$ cat src/rtl/cp0_irq_timer.sv
// CP0 with BadVAddr/Count/Compare/Status/Cause/EPC, maskable hw/sw/timer interrupts and EXL-guarded exception entry/ERET.
// State updates one cycle after the strobe; rdata and irq_req are combinational from registered state; no backpressure.
module cp0_irq_timer #(
  parameter int          N_IRQ     = 5,
  parameter int          TIMER_DIV = 2,
  parameter logic [31:0] CMP_RST   = 32'hFFFF_FFFF
) (
  input  logic             clk,
  input  logic             rst,
  input  logic             mfc0,
  input  logic             mtc0,
  input  logic [4:0]       addr,
  input  logic [31:0]      wdata,
  output logic [31:0]      rdata,
  input  logic             exc_valid,
  input  logic [4:0]       exc_code,
  input  logic [31:0]      exc_pc,
  input  logic             exc_bd,
  input  logic [31:0]      exc_badva,
  input  logic             exc_badva_we,
  input  logic             eret,
  input  logic [N_IRQ-1:0] hw_irq,
  output logic             irq_req,
  output logic [31:0]      status,
  output logic [31:0]      cause,
  output logic [31:0]      epc_out
);

  localparam int PW = (TIMER_DIV > 1) ? $clog2(TIMER_DIV) : 1;

  typedef enum logic {NORMAL = 1'b0, EXC = 1'b1} exl_state_t;

  exl_state_t        state_q, state_d;
  logic              exl, take_exc;
  logic [31:0]       badva_q, count_q, compare_q, epc_q;
  logic [PW-1:0]     presc_q;
  logic              ie_q, bd_q, ti_q;
  logic [7:0]        im_q;
  logic [1:0]        sw_ip_q;
  logic [4:0]        exc_code_q;
  logic [N_IRQ-1:0]  hw_q;
  logic [4:0]        hw_ext;
  logic [7:0]        ip;
  logic              tick, cnt_hit;
  logic [31:0]       count_inc;
  logic              wr_badva, wr_count, wr_compare, wr_status, wr_cause, wr_epc, wr_guard;

  assign wr_badva   = mtc0 && (addr == 5'd8);
  assign wr_count   = mtc0 && (addr == 5'd9);
  assign wr_compare = mtc0 && (addr == 5'd11);
  assign wr_status  = mtc0 && (addr == 5'd12);
  assign wr_cause   = mtc0 && (addr == 5'd13);
  assign wr_epc     = mtc0 && (addr == 5'd14);
  // Exception entry and ERET own EXL, EPC and Cause in the cycle they fire.
  assign wr_guard   = !exc_valid && !eret;

  always_ff @(posedge clk) begin
    if (rst) state_q <= NORMAL;
    else     state_q <= state_d;
  end

  always_comb begin
    state_d = state_q;
    if (exc_valid)                  state_d = EXC;
    else if (eret)                  state_d = NORMAL;
    else if (wr_status)             state_d = wdata[1] ? EXC : NORMAL;
  end

  always_comb begin
    exl      = (state_q == EXC);
    take_exc = exc_valid && (state_q == NORMAL);
  end

  assign tick      = (presc_q == PW'(TIMER_DIV - 1));
  assign count_inc = count_q + 32'd1;
  assign cnt_hit   = tick && !wr_count && (count_inc == compare_q);

  always_ff @(posedge clk) begin
    if (rst) begin
      badva_q    <= 32'h0;
      count_q    <= 32'h0;
      presc_q    <= '0;
      compare_q  <= CMP_RST;
      epc_q      <= 32'h0;
      ie_q       <= 1'b0;
      im_q       <= 8'h0;
      bd_q       <= 1'b0;
      ti_q       <= 1'b0;
      sw_ip_q    <= 2'b0;
      exc_code_q <= 5'h0;
      hw_q       <= '0;
    end else begin
      hw_q <= hw_irq;

      if (wr_count) begin
        count_q <= wdata;
        presc_q <= '0;
      end else if (tick) begin
        count_q <= count_inc;
        presc_q <= '0;
      end else begin
        presc_q <= presc_q + PW'(1);
      end

      if (wr_compare) compare_q <= wdata;
      if (wr_compare)   ti_q <= 1'b0;
      else if (cnt_hit) ti_q <= 1'b1;

      if (wr_status) begin
        ie_q <= wdata[0];
        im_q <= wdata[15:8];
      end

      if (exc_valid && exc_badva_we) badva_q <= exc_badva;
      else if (wr_badva)             badva_q <= wdata;

      if (exc_valid) exc_code_q <= exc_code;
      if (take_exc) begin
        epc_q <= exc_bd ? (exc_pc - 32'd4) : exc_pc;
        bd_q  <= exc_bd;
      end else if (wr_guard && wr_epc) begin
        epc_q <= wdata;
      end

      if (wr_guard && wr_cause) sw_ip_q <= wdata[9:8];
    end
  end

  always_comb begin
    hw_ext = 5'b0;
    for (int k = 0; k < N_IRQ; k++) hw_ext[k] = hw_q[k];
  end

  assign ip      = {ti_q, hw_ext, sw_ip_q};
  assign status  = {16'h0, im_q, 6'b0, exl, ie_q};
  assign cause   = {bd_q, ti_q, 14'h0, ip, 1'b0, exc_code_q, 2'b0};
  assign epc_out = epc_q;
  assign irq_req = ie_q && !exl && |(ip & im_q);

  always_comb begin
    rdata = 32'h0;
    if (mfc0) begin
      case (addr)
        5'd8:    rdata = badva_q;
        5'd9:    rdata = count_q;
        5'd11:   rdata = compare_q;
        5'd12:   rdata = status;
        5'd13:   rdata = cause;
        5'd14:   rdata = epc_q;
        default: rdata = 32'h0;
      endcase
    end
  end

endmodule

$ cat config.mk
export PLATFORM = sky130hd
export DESIGN_NAME = cp0_irq_timer
export DESIGN_NICKNAME = d
export VERILOG_FILES = /design/src/rtl/cp0_irq_timer.sv
export SDC_FILE = /design/constraint.sdc
export NUM_CORES = 1
export LEC_CHECK = 0
export ABC_AREA = 0
export ABC_CLOCK_PERIOD_IN_PS = 7700
export CORE_UTILIZATION = 40
export DETAILED_ROUTE_END_ITERATION = 10
export PLACE_DENSITY = 0.68
export SLEW_MARGIN = 5
export SYNTH_ARGS = -nofsm -noshare
export SYNTH_HDL_FRONTEND = slang
export SYNTH_SLANG_ARGS = --single-unit
$ cat constraint.sdc
create_clock -name clk -period 7.7 [get_ports clk]
set_input_delay 0.77 -clock clk [delete_from_list [all_inputs] [get_ports clk]]
set_output_delay 0.77 -clock clk [all_outputs]
set_load 0.005 [all_outputs]
# Word-level counts from Yosys, hierarchy flattened
# Index checks and enable logic that the tools add are counted.
[word_totals]
reg_bits = 153
input_bits = 119
[classes]
n_addsub = 3
n_eq_ne = 7
n_mux = 13
bitwise_logic = 2
n_reduce_logical = 26
[ops]
columns = ["cell", "n"]
rows = [
  ["$mux W32", 8],
  ["$pmux W32 S6", 1],
  ["$add A32 B1 Y32 const B", 1],
  ["$eq A32 B32 Y1", 1],
  ["$sub A32 B3 Y32 const B", 1],
  ["$eq A5 B4 Y1 const B", 6],
  ["$logic_and A1 B1 Y1", 15],
  ["$and A8 B8 Y8", 1],
  ["$reduce_or A8 Y1", 1],
  ["$reduce_bool A2 Y1", 3],
  ["$logic_not A1 Y1", 4],
  ["$mux W1", 4],
  ["$reduce_bool A3 Y1", 1],
  ["$reduce_or A3 Y1", 1],
  ["$reduce_or A2 Y1", 1],
  ["$add A1 B1 Y1 const B", 1],
  ["$not A1 Y1", 1],
]

# Logic depth before layout (Yosys ltp)
# Gate-level depths: netlist (run 1).
[depth]
depth_word = 5
ltp_mapped = 10

# Worst setup path after synthesis (run 1)
# Ideal clock, no wire load.
[synth_timing]
kind = "input -> output"
startpoint = "input addr[3]"
endpoint = "output rdata[12]"
arrival_ps = 2121
required_ps = 6930
setup_slack_ps = 4809
cell_stages = 7
n_path_buf = 2
cell_sequence = "nor2b_1 > nor2b_1 > and3_1 > clkbuf_1 > clkbuf_1 > a22oi_1 > a31oi_1"
[synth_via]
elab_chain_len = 3
word_cells_on_any_way = 8
cone_classes = "eq/ne (6); mux (2)"
[synth_lines]
columns = ["element", "line", "source"]
rows = [
  ["start, declared", "12", "input logic [4:0] addr,"],
  ["$eq A5 B4 Y1", "143", "case (addr)"],
  ["$pmux W32 S6 (*)", "143", ""],
  ["$mux W32 (*)", "142", "if (mfc0) begin"],
  ["end, declared", "14", "output logic [31:0] rdata,"],
]
# Mark *: on every way between the ends. The rest lies on a longest branch, timed or not.

# Final worst setup path (run 1)
[layout_timing]
startpoint = "input addr[3]"
endpoint = "output rdata[14]"
# Same word-level chain as after synthesis.

==> results of run 1 <==
## worst max path at each step
stage / start / end / slack [ns] / cells after the start
3_3_place_gp: addr[3] / rdata[14] / 3.22 / 7
5_1_grt: addr[3] / rdata[14] / 2.99 / 7
3_5_place_dp: addr[3] / rdata[14] / 3.19 / 7
4_1_cts: addr[3] / rdata[14] / 3.16 / 7
2_1_floorplan: addr[3] / rdata[12] / 4.81 / 7
6_report: addr[3] / rdata[14] / 3.10 / 7
## synthesized netlist by cell type, types with 37 or more instances
cell type and number:
nor2_1 135, nand2_1 167, clkbuf_1 83, a311oi_1 37
xnor2_1 51, buf_4 51, dfxtp_1 153, nand3_1 55
a211oi_1 63, a22oi_1 72, xor2_1 47, mux2i_1 42
## per-layer routing
layer / vias to the layer above / GRT usage / part of all wire
met5: - / 0 / 0
met4: 0 / 0.0896 / 0.021
met3: 51 / 0.0649 / 0.095
li1: 4507 / - / -
met2: 506 / 0.437 / 0.43
met1: 4643 / 0.425 / 0.45
## final cells by class
class	count	area, sq um	area share
Clock inverter	11	135	0.0113
Clock buffer	21	480	0.0401
Sequential cell	153	3060	0.255
Timing Repair Buffer	221	2170	0.181
Tap cell	313	392	0.0327
Multi-Input combinational cell	936	5720	0.477
Inverter	8	30.0	0.00250
## sequential cells by signal, indices dropped and copies added (netlist names), 2 cells and up
register    flops
badva_q        32
compare_q      32
count_q        32
epc_out        32
im_q            8
exc_code_q      5
hw_ext          5
sw_ip_q         2
## stage by stage
step	area, sq um	total power [W]	setup slack, ns
final	12000	0.00203	3.10
after global routing	12000	0.00209	2.99
after CTS	12000	0.00202	3.16
after detailed placement	11400	0.00116	3.19
after global placement	11400	0.00116	3.22
after floorplan	9550	0.00101	4.81
## power by group through the flow
stage	Combinational [W]	Sequential (W)	Clock, W
after floorplan	0.000144	0.000866	0
after detailed placement	0.000277	0.000884	0
final	0.000281	0.000869	0.000881
after CTS	0.000278	0.000867	0.000880
after global placement	0.000273	0.000885	0
after global routing	0.000302	0.000871	0.000920
## cell families after synthesis
group | after synthesis
AND/OR/NAND/NOR | 502
AO/OA/AOI/OAI | 251
buffers and inverters | 156
flip-flops | 153
XOR/XNOR | 98
multiplexers | 44
adder cells (fa/ha/maj) | 2
other | 1
## worst max-delay path: stages
cell and delay [ns]:
clkdlybuf4s50_1 0.45, nor2b_1 0.40, nand2b_1 0.23, nor2_1 0.84, a22oi_1 0.15, a31oi_1 0.41
clkdlybuf4s50_1 0.58
==> run_results.csv, run 1 <==
group,metric,value,unit
final_layout,n_antenna_cell,0,
synthesis,yosysWarnings,0,
die,core,22800,sq um
timing,hold_viol_final,0,
global_routing,grt_max_degree,85,
die,fp.dieH,155,um
placed_design,dp_cells,1631,
power,total_leakage_power,4.25,nW
synthesis,synth_compound_area_frac,0.194,
detailed_routing,detail_route.first_pass.iterations,7,
min_path,hold_start,"badva_q[22]$_SDFFE_PP0P_",
timing,rsz0062_at_grt,"no",
clocking,numClockSinks,153,
synthesis,avgSynthCellArea,7.79,sq um
placed_design,routabilityCongestion,0.939,
clocking,h-tree-depth,4,
placed_design,portBuffers,208,
synthesis,synth-main-ff-cell,"dfxtp_1",
worst_setup_path,rr_endpoint,"ti_q$_SDFFE_PP0P_",
power,switching_share,0.271,
timing,setup_viol,0,
clocking,insertion_delay,0.44,ns
clocking,cts_resized,0,
worst_setup_path,crit_type,"input port to primary output",
final_layout,final_common_cell,"clkdlybuf4s50_1",
worst_setup_path,crit_fanout,12,
power,seqPwrFrac,0.428,
die,rows,55,
min_path,hold_end,"badva_q[22]$_SDFFE_PP0P_",
detailed_routing,vias,9707,
synthesis,synth_top_family_by_area,"simple AND/OR/NAND/NOR gates",
global_routing,grt.total_usage,0.295,
timing,relSlewSlack,0.271,
final_layout,fillers,2225,
power,p_sw,0.000549,W
placed_design,dp_hpwl,25900,um
synthesis,synth_enable_flop_cells,0,
clocking,root_buffer,"clkbuf_16",
synthesis,syn_area,9410,sq um
worst_setup_path,r2r_slack,4.74,ns
synthesis,synthMuxAreaShare,0.0471,
status,outcome,"completed",
die,start_util,0.412,
power,p_comb_frac,0.138,
global_routing,grt_overflow_total,0,
clocking,cts_made_buffers,17,
synthesis,syn_inst,1207,
synthesis,netlist.area_leader.share,0.326,
clocking,holdBufCountCts,0,
worst_setup_path,worstPathRequired,6.93,ns
clocking,post_cts_buffers,0,
timing,fmax,217,MHz
synthesis,synth_area_leaders,"dfxtp_1 (33%), nand2_1 (6.7%), a22oi_1 (5.7%)",
power,power_density,169,nW/um^2
global_routing,grt_antenna_before_repair,0,
worst_setup_path,crit_arrival,3.83,ns
timing,period_minus_slack,4.60,ns
final_layout,final_util,0.525,
worst_setup_path,cp-end-kind,"primary output",
timing,slew_violations,0,
clocking,cts_tree,"yes",
detailed_routing,ant_nets,0,
final_layout,mostFrequentLayoutCells,"clkdlybuf4s50_1 (206), nand2_1 (165), dfxtp_1 (153)",
detailed_routing,drc_errors,0,
power,internal-power,0.00148,W
synthesis,async_reset_ff_frac,0,
global_routing,grt_pass1_vias,8808,
final_layout,finalNonFillerCells,1663,
detailed_routing,drt-vias-per-instance,5.84,
worst_setup_path,r2r-start,"count_q[0]$_SDFFE_PP0P_",
synthesis,synth_seq_area_share,0.326,
die,die_x,155,um
final_layout,drive_above_1_share,0.0496,
timing,setup-tns-final,0,ns
min_path,whs_path_depth,2,
clocking,path_clk_slew,0.07,ns
synthesis,ys_types,55,
synthesis,synth_xor_area_frac,0.0912,
global_routing,grt_pass1_wl,54000,um
detailed_routing,drtIter0Drc,1094,
clocking,clockBufferDepth,2,
die,io_pins,248,
timing,fin_skew,0.00836,ns
worst_setup_path,worstSetupStartpointType,"input port",
die,dieArea,24100,sq um
detailed_routing,wl,35500,um
timing,worst_pin_slew,1.09,ns
synthesis,synthSimpleGateAreaFrac,0.255,
synthesis,synth-seq-cells,153,
synthesis,yosysTopAreaCell,"dfxtp_1",
power,vdd.ir_drop.worst,123,uV
min_path,hold_class,"flop to flop",
final_layout,syn2layout_area_growth,27.5,%
synthesis,synth-adder-area-share,0.00266,
run,max_cap_violations,0,
power,clkPwrFrac,0.434,
final_layout,nNetsFinal,1458,
timing,min_period_over_period,0.597,
worst_setup_path,r2r_cells,9,
timing,hold_slack,0.499,ns
detailed_routing,wl_per_cell,21.4,um
No activity file was read; power rests on OpenSTA's default activity.
==> run 2: changes to the inputs <==
- ABC_CLOCK_PERIOD_IN_PS: 7700 -> 4300
- clock period: 7.7 -> 4.3 ns (I/O delays scaled with it)
==> run_results.csv, run 2 (synthesis gave the netlist of run 1 again) <==
group,metric,value,unit
die,die_x,155,um
timing,hold_viol_final,0,
die,rows,55,
global_routing,grt_max_degree,99,
worst_setup_path,crit_arrival,3.19,ns
worst_setup_path,rr_endpoint,"ti_q$_SDFFE_PP0P_",
power,total_leakage_power,4.30,nW
global_routing,grt_pass1_wl,53300,um
die,start_util,0.412,
clocking,cts_tree,"yes",
detailed_routing,wl_per_cell,21.1,um
worst_setup_path,crit_end,"rdata[31]",
worst_setup_path,crit_fanout,13,
min_path,hold_class,"flop to flop",
detailed_routing,drt-vias-per-instance,5.82,
clocking,insertion_delay,0.43,ns
timing,fin_ws,0.679,ns
worst_setup_path,crit_type,"input port to primary output",
placed_design,routabilityCongestion,0.957,
global_routing,grt_overflow_total,0,
timing,rsz0062_at_grt,"no",
power,p_comb_frac,0.139,
clocking,post_cts_buffers,0,
detailed_routing,drc_errors,0,
global_routing,grt_antenna_before_repair,1,
status,outcome,"completed",
detailed_routing,detail_route.first_pass.iterations,5,
worst_setup_path,startpoint,"addr[3]",
final_layout,drive_above_1_share,0.0552,
worst_setup_path,worstSetupStartpointType,"input port",
placed_design,dp_slack,0.728,ns
global_routing,grt.total_usage,0.290,
clocking,holdBufCountCts,0,
timing,worst_pin_slew,1.06,ns
clocking,cts_resized,0,
worst_setup_path,r2r_cells,9,
worst_setup_path,r2r-start,"count_q[0]$_SDFFE_PP0P_",
clocking,clockBufferDepth,2,
detailed_routing,vias,9732,
power,seqPwrFrac,0.431,
detailed_routing,wl,35400,um
clocking,cts_made_buffers,17,
clocking,numClockSinks,153,
die,dieArea,24100,sq um
timing,period_minus_slack,3.62,ns
final_layout,mostFrequentLayoutCells,"clkdlybuf4s50_1 (206), nand2_1 (165), dfxtp_1 (153)",
worst_setup_path,r2r_slack,1.36,ns
worst_setup_path,cp_slowest_cell,"nor2_2",
detailed_routing,drtIter0Drc,1091,
timing,setup-tns-final,0,ns
timing,setup_viol,0,
placed_design,dp_hpwl,26000,um
timing,fmax,276,MHz
final_layout,final_common_cell,"clkdlybuf4s50_1",
placed_design,portBuffers,208,
worst_setup_path,cp_cell_sequence,"clkdlybuf4s50_1 > nor2b_1 > nand2b_1 > nor2_2 > buf_4 > a22oi_1 > a31oi_1 > clkdlybuf4s50_1",
power,power_density,300,nW/um^2
power,switching_share,0.274,
detailed_routing,ant_nets,0,
timing,fin_skew,0.0117,ns
power,clkPwrFrac,0.431,
timing,relSlewSlack,0.292,
timing,slew_violations,0,
final_layout,syn2layout_area_growth,28.1,%
worst_setup_path,slowest_delay,0.55,ns
clocking,h-tree-depth,4,
clocking,root_buffer,"clkbuf_16",
power,p_sw,0.000991,W
die,fp.dieH,155,um
die,io_pins,248,
clocking,path_clk_slew,0.06,ns
final_layout,nNetsFinal,1467,
power,internal-power,0.00263,W
die,core,22800,sq um
global_routing,grt_pass1_vias,8939,
final_layout,final_util,0.527,
final_layout,n_antenna_cell,0,
run,max_cap_violations,0,
timing,min_period_over_period,0.842,
worst_setup_path,worstPathRequired,3.87,ns
worst_setup_path,cp-end-kind,"primary output",
worst_setup_path,crit_path_frequent_cell,"clkdlybuf4s50_1",
power,vdd.ir_drop.worst,198,uV
==> run 2: cell count changes in the layout (fill, tap and decap cells not counted), sizes merged <==
| cell | delta |
|---|---|
| buf | +9 |
| clkinv | +1 |
| clkinvlp | -2 |
| inv | +2 |
| clkbuf | -1 |
==> run 2: worst min path at each step <==
stage,startpoint,endpoint,slack [ns],cells past startpoint
6_report,badva_q[14]$_SDFFE_PP0P_,badva_q[14]$_SDFFE_PP0P_,0.50,2
2_1_floorplan,ie_q$_SDFFE_PP0P_,ie_q$_SDFFE_PP0P_,0.46,2
4_1_cts,im_q[6]$_SDFFE_PP0P_,im_q[6]$_SDFFE_PP0P_,0.50,2
5_1_grt,badva_q[6]$_SDFFE_PP0P_,badva_q[6]$_SDFFE_PP0P_,0.51,2
3_5_place_dp,im_q[6]$_SDFFE_PP0P_,im_q[6]$_SDFFE_PP0P_,0.49,2
3_3_place_gp,im_q[6]$_SDFFE_PP0P_,im_q[6]$_SDFFE_PP0P_,0.48,2
==> run 2: cell type report <==
type	instances	area [sq um]
clock inverters	12	139
multi-input cells	936	5720
well taps	313	392
inverters	8	30.0
repair buffers	230	2250
clock buffers	20	457
fillers	2197	10800
flip-flops and latches	153	3060
==> run 2: power by group through the flow <==
stage	sequential (W)	clock [W]	combinational, W
finish	0.00156	0.00156	0.000502
global route	0.00156	0.00162	0.000539
CTS	0.00155	0.00156	0.000497
detailed placement	0.00158	0	0.000494
global placement	0.00159	0	0.000488
floorplan	0.00155	0	0.000257
==> run 2: worst max-delay path: cells and delay by family <==
kind / cells / cell delay (ns)
compound gates: 2 / 0.31
buf+inv: 3 / 1.27
simple gates: 3 / 1.18
==> run 2: per-stage QoR <==
stage               power, W  std cells  area [sq um]  hold slack, ns
finish               0.00362       1672         12000           0.500
floorplan            0.00181       1245          9550           0.462
global route         0.00372       1672         12000           0.511
detailed placement   0.00208       1640         11500           0.487
CTS                  0.00361       1672         12000           0.498
global placement     0.00207       1640         11500           0.484
==> run 2: routing by layer <==
metal	global-route usage	up-vias	share of wire
met1	0.403	4594	0.44
met2	0.437	528	0.44
met4	0.102	2	0.025
met3	0.0646	59	0.098
li1	-	4549	-
met5	0	-	0.00028
==> run 3: changes to the inputs <==
- ABC_CLOCK_PERIOD_IN_PS: 4300 -> 3320
- PLACE_DENSITY: 0.68 -> 0.7
- clock period: 4.3 -> 3.32 ns (I/O delays scaled with it)
==> run_results.csv, run 3 (synthesis gave the netlist of run 1 again) <==
group,metric,value,unit
status,outcome,"completed",
final_layout,n_antenna_cell,0,
worst_setup_path,cp-end-kind,"primary output",
worst_setup_path,crit_type,"input port to primary output",
timing,worst_pin_slew,0.665,ns
die,start_util,0.412,
final_layout,multiInputGateArea,5720,sq um
detailed_routing,wl,34600,um
clocking,cts_tree,"yes",
final_layout,drive_above_1_share,0.0634,
placed_design,dp_hpwl,25500,um
die,die_x,155,um
final_layout,fillers,2211,
timing,hold_slack,0.420,ns
global_routing,grt_antenna_before_repair,1,
clocking,h-tree-depth,4,
global_routing,grt_overflow_total,0,
power,total_leakage_power,4.36,nW
detailed_routing,detail_route.first_pass.iterations,5,
timing,min_period_over_period,0.944,
final_layout,seq_area,3060,sq um
timing,setup_viol,0,
power,vdd.ir_drop.worst,293,uV
detailed_routing,drtIter0Drc,990,
global_routing,grt.total_usage,0.284,
final_layout,syn2layout_area_growth,29.6,%
clocking,holdBufCountCts,0,
min_path,hold_class,"input port to flop",
clocking,numClockSinks,153,
placed_design,portBuffers,208,
worst_setup_path,worstSetupStartpointType,"input port",
clocking,post_cts_buffers,0,
die,dieArea,24100,sq um
timing,setup-tns-final,0,ns
final_layout,final_common_cell,"clkdlybuf4s50_1",
worst_setup_path,crit_arrival,2.80,ns
die,core,22800,sq um
clocking,clockBufferDepth,2,
die,rows,55,
global_routing,grt_pass1_wl,52300,um
detailed_routing,drc_errors,0,
detailed_routing,drt-vias-per-instance,5.77,
detailed_routing,ant_nets,0,
final_layout,nNetsFinal,1480,
timing,fin_skew,0.00725,ns
clocking,cts_made_buffers,17,
die,fp.dieH,155,um
timing,period_minus_slack,3.14,ns
timing,hold_viol_final,0,
placed_design,routabilityCongestion,0.932,
power,power_density,377,nW/um^2
detailed_routing,wl_per_cell,20.5,um
timing,slew_violations,0,
worst_setup_path,crit_fanout,32,
detailed_routing,vias,9719,
clocking,insertion_delay,0.43,ns
timing,rsz0062_at_grt,"no",
timing,relSlewSlack,0.557,
worst_setup_path,worstPathRequired,2.99,ns
global_routing,grt_max_degree,95,
clocking,path_clk_slew,0.06,ns
clocking,cts_resized,0,
final_layout,mostFrequentLayoutCells,"clkdlybuf4s50_1 (207), nand2_1 (165), dfxtp_1 (153)",
global_routing,grt_pass1_vias,8839,
clocking,root_buffer,"clkbuf_16",
run,max_cap_violations,0,
timing,fmax,319,MHz
die,io_pins,248,
-- run 3: changes by cell type in the layout (fill, tap and decap cells not counted) --
cell             delta
buf_4               +8
buf_2               -1
bufinv_16           -1
clkinvlp_4          +3
clkinv_4            -2
buf_12              +5
clkdlybuf4s50_1     +1
-- run 3: critical path, stage by stage --
cell and delay (ns):
clkdlybuf4s50_1 0.44, nor2b_1 0.35, nand2b_1 0.20, nor3_2 0.22, buf_12 0.23, a22oi_1 0.09
a31oi_1 0.33, clkdlybuf4s50_1 0.57
-- run 3: per-stage QoR --
| step | area, sq um | power [W] | util | cells | setup slack (ns) |
|---|---|---|---|---|---|
| after floorplan | 9550 | 0.00234 | - | 1245 | 0.805 |
| after global placement | 11600 | 0.00270 | 0.509 | 1653 | 0.230 |
| after detailed placement | 11600 | 0.00270 | 0.509 | 1653 | 0.187 |
| after CTS | 12200 | 0.00459 | 0.534 | 1685 | 0.181 |
| after global routing | 12200 | 0.00473 | 0.534 | 1685 | 0.0791 |
| final | 12200 | 0.00459 | 0.534 | 1685 | 0.185 |
-- run 3: cell type report --
class / count / area share
Tap cell: 313 / 0.0321
Clock buffer: 20 / 0.0375
Inverter: 8 / 0.00246
Clock inverter: 12 / 0.00934
Multi-Input combinational cell: 936 / 0.469
Sequential cell: 153 / 0.251
Timing Repair Buffer: 243 / 0.198
-- run 3: power by group --
group / total [W] / switching (W) / internal, W
clock: 0.00192 / 0.000840 / 0.00108
sequential: 0.00201 / 0.0000918 / 0.00192
combinational: 0.000665 / 0.000333 / 0.000332
-- run 3: routing by layer --
layer  vias to the layer above  GRT usage  share of wire
li1                       4551          -              -
met1                      4610      0.402           0.44
met2                       507      0.426           0.45
met3                        51     0.0618          0.093
met4                         0     0.0892          0.021
met5                         -          0              0
-- run 3: path summary, 6_finish.rpt --
| kind | from | end | slack (ns) | cells after the start |
|---|---|---|---|---|
| max | addr[3] | rdata[14] | 0.18 | 8 |
| min | rst | exc_code_q[1]$_SDFFE_PP0P_ | 0.42 | 2 |
| max reg2reg | count_q[1]$_SDFFE_PP0P_ | ti_q$_SDFFE_PP0P_ | 0.44 | 9 |
| min reg2reg | im_q[5]$_SDFFE_PP0P_ | im_q[5]$_SDFFE_PP0P_ | 0.50 | 2 |
